==> config.mk <==
export PLATFORM = sky130hd
export DESIGN_NAME = gemm_mem_arbiter
export DESIGN_NICKNAME = d
export VERILOG_FILES = /design/src/rtl/gemm_mem_arbiter.sv
export SDC_FILE = /design/constraint.sdc
export NUM_CORES = 1
export LEC_CHECK = 0
export BUFFER_PORTS_ARGS = -buffer_cell sky130_fd_sc_hd__buf_2
export CORE_AREA = 5 5 246 248
export CTS_CLUSTER_DIAMETER = 60
export DETAILED_ROUTE_END_ITERATION = 16
export DIE_AREA = 0 0 251 253
export PLACE_DENSITY = 0.3
export SYNTH_ARGS = -nofsm -noshare
export SYNTH_HDL_FRONTEND = slang
export SYNTH_SLANG_ARGS = --single-unit
==> constraint.sdc <==
create_clock -name clk -period 2.55 [get_ports clk]
set_clock_uncertainty 0.15 [all_clocks]
set_input_delay 0.3825 -clock clk [delete_from_list [all_inputs] [get_ports clk]]
set_output_delay 0.3825 -clock clk [all_outputs]
set_load 0.02 [all_outputs]
==> src/rtl/gemm_mem_arbiter.sv <==
// Shares the 128-bit GEMM memory port between loader reads and store writes; grants are combinational, read data returns RD_LAT cycles after the grant.
// Backpressure: a requester holds req until gnt; bursts stop at MAX_BURST beats. Define GEMM_ARB_STORE_PRIO_EN for fixed store priority.
module gemm_mem_arbiter #(
    parameter int RD_LAT    = 1,
    parameter int MAX_BURST = 16
) (
    input  logic         clk,
    input  logic         rst,
    input  logic         ld_req,
    input  logic [31:0]  ld_addr,
    input  logic [4:0]   ld_control,
    output logic         ld_gnt,
    output logic         ld_rvalid,
    output logic [127:0] ld_rdata,
    input  logic         st_req,
    input  logic [31:0]  st_addr,
    input  logic [4:0]   st_control,
    input  logic [127:0] st_wdata,
    output logic         st_gnt,
    output logic         interface_en,
    output logic         interface_rdwr,
    output logic [31:0]  interface_addr,
    output logic [4:0]   interface_control,
    output logic [127:0] interface_wr_data,
    input  logic [127:0] interface_rd_data,
    output logic [1:0]   owner
);
    localparam int CW = $clog2(MAX_BURST + 1);

    typedef enum logic [1:0] {
        IDLE     = 2'd0,
        LD_BURST = 2'd1,
        ST_BURST = 2'd2,
        DRAIN    = 2'd3
    } state_t;

    state_t            state;
    logic [CW-1:0]     beat_cnt;
    logic [RD_LAT-1:0] pending;
    logic [RD_LAT-1:0] pending_next;
    logic              last_owner;   // 1 = store finished last
    logic              beat_room;
    logic              last_beat;
    logic              ld_end;
    logic              st_end;
    logic              pick_st;

    assign beat_room    = beat_cnt < CW'(MAX_BURST);
    assign ld_gnt       = (state == LD_BURST) && ld_req && beat_room;
    assign st_gnt       = (state == ST_BURST) && st_req && beat_room;
    assign last_beat    = beat_cnt == CW'(MAX_BURST - 1);
    assign ld_end       = !ld_req || (ld_gnt && last_beat);
    assign st_end       = !st_req || (st_gnt && last_beat);
    assign pending_next = (pending << 1) | RD_LAT'(ld_gnt);

`ifdef GEMM_ARB_STORE_PRIO_EN
    assign pick_st = st_req;
`else
    assign pick_st = st_req && (!ld_req || !last_owner);
`endif

    always_ff @(posedge clk) begin
        if (rst) begin
            state      <= IDLE;
            owner      <= 2'd0;
            beat_cnt   <= '0;
            pending    <= '0;
            last_owner <= 1'b1;
        end else begin
            pending <= pending_next;
            case (state)
                IDLE: begin
                    beat_cnt <= '0;
                    if (pick_st) begin
                        state <= ST_BURST;
                        owner <= 2'd2;
                    end else if (ld_req) begin
                        state <= LD_BURST;
                        owner <= 2'd1;
                    end
                end
                LD_BURST: begin
                    if (ld_gnt) beat_cnt <= beat_cnt + CW'(1);
                    if (ld_end) begin
                        last_owner <= 1'b0;
                        // Reads still in the pipe must land before a writer may take the bus.
                        if (pending_next != '0) begin
                            state <= DRAIN;
                            owner <= 2'd3;
                        end else begin
                            state <= IDLE;
                            owner <= 2'd0;
                        end
                    end
                end
                ST_BURST: begin
                    if (st_gnt) beat_cnt <= beat_cnt + CW'(1);
                    if (st_end) begin
                        last_owner <= 1'b1;
                        state      <= IDLE;
                        owner      <= 2'd0;
                    end
                end
                DRAIN: begin
                    if (pending_next == '0) begin
                        state <= IDLE;
                        owner <= 2'd0;
                    end
                end
                default: begin
                    state <= IDLE;
                    owner <= 2'd0;
                end
            endcase
        end
    end

    assign interface_en      = ld_gnt | st_gnt;
    assign interface_rdwr    = st_gnt;
    assign interface_addr    = ld_gnt ? ld_addr : (st_gnt ? st_addr : 32'd0);
    assign interface_control = ld_gnt ? ld_control : (st_gnt ? st_control : 5'd0);
    assign interface_wr_data = st_gnt ? st_wdata : 128'd0;

    assign ld_rvalid = pending[RD_LAT-1];
    assign ld_rdata  = ld_rvalid ? interface_rd_data : 128'd0;
endmodule
=== Yosys cells after proc, flatten, opt, wreduce, memory -nomap -nowiden ===
Index checks and enable logic that the tools add are counted.

* Register bits after elaboration: 9
* Output and inout port bits: 300
* Word-level logic and storage cells: 55

* Add/subtract/negate cells: 1
* Order comparisons: 1
* Eq/ne operators: 10
* Mux-type cells: 19
* Bitwise logic cells: 1
* Reduce and logical (&&, ||, !) cells: 19

{| class="wikitable"
|+ Operator list
! kind !! number
|-
| $mux W128 || 2
|-
| $mux W32 || 2
|-
| $mux W5 || 4
|-
| $pmux W5 S3 || 1
|-
| $mux W2 || 6
|-
| $ne A2 B2 Y1 const B || 5
|-
| $pmux W2 S4 || 1
|-
| $logic_and A1 B1 Y1 || 7
|-
| $reduce_and A3 Y1 || 2
|-
| $add A5 B1 Y5 const B || 1
|-
| $eq A5 B4 Y1 const B || 1
|-
| $lt A5 B5 Y1 const B || 1
|-
| $eq A2 B2 Y1 const B || 2
|-
| $reduce_and A4 Y1 || 1
|-
| $logic_not A1 Y1 || 3
|-
| $logic_or A1 B1 Y1 || 3
|-
| $ne A3 B3 Y1 const B || 1
|-
| $reduce_bool A3 Y1 || 1
|-
| $eq A2 B1 Y1 const B || 1
|-
| $logic_not A2 Y1 || 1
|-
| $mux W1 || 2
|-
| $pmux W1 S2 || 1
|-
| $reduce_bool A2 Y1 || 1
|-
| $or A1 B1 Y1 || 1
|}

=== Longest topological paths before layout ===
* Depth in word-level cells: 7
* Depth in mapped cells: 7

=== Worst setup path after synthesis ===
OpenSTA, ideal clock, no wires.

* Kind: reg-to-output
* Start point: register state[1]
* End point: output port interface_addr[10]
* Data arrival time: 1817 ps
* Required time: 2017 ps
* Setup slack: 200 ps
* Stages on the path, launching flop included: 6
* Path buffers: 1
* Path through: dfxtp_1 inv_1 ha_1 a211oi_2 buf_2 a22o_1

* Cells in the longest elaborated chain, start to end: 5
* Elaborated cells between the ends (all ways): 8
* Classes of those cells: 2 x eq/ne; 2 x mux; 4 x reduce/logical

{| class="wikitable"
|+ RTL lines
! what !! RTL line !! text
|-
| start: declaration || 37 || <nowiki>state_t state;</nowiki>
|-
| start signal: assignment || 64 || <nowiki>state <= IDLE;</nowiki>
|-
| start signal: assignment || 75 || <nowiki>state <= ST_BURST;</nowiki>
|-
| start signal: assignment || 78 || <nowiki>state <= LD_BURST;</nowiki>
|-
| $eq A2 B2 Y1 || 50 || <nowiki>assign st_gnt = (state == ST_BURST) && st_req && beat_room;</nowiki>
|-
| $logic_and A1 B1 Y1 (2 in a row) || 50 ||
|-
| $mux W32 || 120 || <nowiki>assign interface_addr = ld_gnt ? ld_addr : (st_gnt ? st_addr : 32'd0);</nowiki>
|-
| $mux W32 * || 120 ||
|-
| end: declaration || 22 || <nowiki>output logic [31:0] interface_addr,</nowiki>
|}

Every way passes the cells marked *; elsewhere a longest branch is shown, timed or not.

=== Worst setup path after layout ===
* Start point: register state[1]
* End point: output port interface_addr[24]

Same word-level chain as after synthesis.

==> results.py <==
metrics = {
    "sta": {
        "hold_slack_ps": 307,
        "period_share_pct": 94.9,
        "rsz0062_at_grt": "no",
        "fmax_ghz": 0.413,
        "tightestPinTransition_ps": 501,
        "fin_tns_setup_ps": 0,
        "drv_slew": 0,
        "finalSetupViolations": 0,
        "timing_hold_violations_final": 0,
        "slew-limit-headroom_pct": 66.6,
        "layout_min_cycle_time_ps": 2420,
    },
    "layout": {
        "final_cell_mix": "buf_2, and2_1, a22o_1, dfxtp_1, buf_12",
        "fin_util_pct": 12.0,
        "fin_cells": 1786,
        "fin_nets": 1353,
        "final_common_cell": "buf_2",
        "fillCellCount": 6783,
        "area_growth_pct": 162,
        "layout-drive-gt1-share_pct": 65.2,
    },
    "floorplanning": {
        "die_area_um2": 63500,
        "initial_core_util_pct": 4.58,
        "row_count": 89,
        "core_area_um2": 58200,
        "die_x_um": 251,
        "ioPinCount": 634,
        "die_h_um": 253,
    },
    "yosys": {
        "yosysWarningCount": 0,
        "synth_fp_nets": 741,
        "syn_inst": 400,
        "synth_seq_cells": 9,
        "yosysSeqAreaShare_pct": 6.75,
        "synth_area_um2": 2670,
        "avgSynthCellArea_um2": 6.68,
        "yosysUniqueCellTypes": 31,
    },
    "global_routing": {
        "grt_pass1_vias": 5449,
        "antenna_found_initial": 15,
        "grt_max_degree": 84,
        "grt_usage_pct": 7.09,
        "grt-ovfl-total": 0,
        "grt_pass1_wl_um": 34300,
    },
    "setup_path": {
        "r2r_cells": 6,
        "r2r-start": "state[0]$_SDFFE_PP0P_",
        "cp-start-kind": "flop",
        "endpoint": "interface_addr[24]",
        "slowest_stage": "dfxtp_1",
        "reg2reg_to": "beat_cnt[3]$_SDFFE_PP0P_",
        "path_class": "flop to output port",
        "crit_required_ps": 2020,
        "rrSetupSlack_ps": 420,
        "path_max_fanout": 19,
        "crit_family": "buffers and inverters",
        "cp_num_buf_inv": 4,
        "slowest_delay_ps": 360,
        "path_cells": "inv_1, ha_2, a211oi_4, buf_12, buf_12, a22o_1, buf_2",
        "cp.depth": 7,
        "arrival_ps": 1890,
        "end_kind": "output port",
        "cpMostUsedCell": "buf_12",
        "crit_path_start": "state[1]$_SDFFE_PP0P_",
    },
    "cts": {
        "clk_root_buffer_cell": "clkbuf_16",
        "cts_max_level": 1,
        "clk_pin_slew_ps": 40,
        "cts-buffers-inserted": 3,
        "cts_tree": "built",
        "clk_latency_ps": 240,
        "clkSinkCount": 9,
        "clockBufferDepth": 2,
    },
    "placement": {
        "portBuffers": 633,
        "dp.cells": 1774,
        "gp_congestion": 0.866,
        "dpl.hpwl_um": 23300,
    },
    "flow_run": {
        "cap_viol_max_count": 0,
    },
    "pwr": {
        "power_leakage_nw": 4.23,
        "total_power_mw": 3.16,
        "powerDensity_nw_per_um2": 451,
        "ir_drop_v": 0.000176,
    },
    "status": {
        "outcome": "complete, no violations",
    },
    "hold_path": {
        "min_path_type": "input pin to flop",
        "holdPathStages": 2,
    },
    "detailed_routing": {
        "drt_iter0_drc": 170,
        "wire_per_inst_um": 14.7,
        "avgViaCountPerCell": 2.97,
        "drtPass1Iterations": 4,
        "routed_wl_um": 26200,
        "vias": 5297,
        "antenna_left": 0,
        "drc_errors": 0,
    },
}
area by class of cell:
| cell class | count | area, um2 | share of cell area [%] |
|---|---|---|---|
| Timing Repair Buffer | 647 | 3410 | 48.8 |
| Multi-Input combinational cell | 345 | 2320 | 33.2 |
| Tap cell | 773 | 967 | 13.8 |
| Sequential cell | 9 | 184 | 2.63 |
| Clock buffer | 4 | 78.8 | 1.13 |
| Inverter | 6 | 22.5 | 0.322 |
| Antenna cell | 2 | 5.00 | 0.0716 |
state kept, by name (all words and copies together) (netlist names):
| register | flops |
|---|---|
| beat_cnt | 5 |
| last_owner | 1 |
| ld_rvalid | 1 |
| state | 2 |
routing by layer:
layer / GRT usage, % / wire length, um
met5: 0 / 47
met2: 13.8 / 13400
met4: 0.608 / 288
met1: 7.95 / 9680
met3: 2.06 / 2780
kinds of logic (layout without fill, tap and decap cells):
family          count (synthesis)  after routing  synth area share, %
buf+inv                        46            657                 7.08
fa+ha+maj                       7              7                 3.28
simple gates                  282            282                 65.5
compound gates                 55             55                 17.1
other cells                     0              2                    0
mux                             1              1                0.375
flops                           9              9                 6.75
through the flow:
stage / cell area (um2) / setup slack (ps)
final: 6990 / 130
after detailed placement: 6790 / 263
after global routing: 6990 / 6.99
after floorplan: 2670 / 200
after global placement: 6790 / 299
after CTS: 6870 / 18.5
where the power goes:
group          internal, mW  switching (mW)  leakage, nW
clock network         0.210          0.0761       0.0382
registers             0.174          0.0521       0.0742
logic                  1.07            1.57         4.12
total                  1.46            1.70         4.23
what timing repair did:
action	4_1_cts	5_1_grt
endpoints found under the setup margin	0	84
resized for setup	0	2
buffers inserted	0	3
hold buffers	0	0
worst min-delay path by stage:
stage / from / to / slack (ps)
CTS: rst / ld_rvalid$_SDFF_PP0_ / 310
global placement: beat_cnt[1]$_SDFFE_PP0P_ / beat_cnt[1]$_SDFFE_PP0P_ / 320
floorplan: beat_cnt[1]$_SDFFE_PP0P_ / beat_cnt[1]$_SDFFE_PP0P_ / 300
finish: rst / ld_rvalid$_SDFF_PP0_ / 310
detailed placement: beat_cnt[1]$_SDFFE_PP0P_ / beat_cnt[1]$_SDFFE_PP0P_ / 320
global route: rst / ld_rvalid$_SDFF_PP0_ / 340
synthesized netlist by cell type:
library cell  number  area (um2)
or2_2              1        6.26
dfxtp_1            9         180
a211oi_1           4        30.0
inv_1              6        22.5
nand4b_1           1        8.76
or3b_2             1        8.76
a221oi_1           2        17.5
a221o_1            2        20.0
buf_4              1        7.51
or4_1              1        7.51
nand2_1            6        22.5
and3_1             2        12.5
nor2b_1            2        12.5
ha_1               7        87.6
a211oi_2           1        12.5
clkbuf_1          33         124
buf_2              4        20.0
and2_1           257        1610
nand3_1            2        10.0
o21ai_0            3        15.0
buf_6              1        11.3
a22oi_1            1        7.51
a22o_1            37         324
nand2b_4           1        13.8
buf_1              1        3.75
or3_1              1        6.26
o221ai_1           1        8.76
nand2b_1           2        12.5
nor2_1             5        18.8
mux2i_1            1        10.0
a21oi_1            4        20.0
Note: power is estimated with default switching activity, not from simulation.
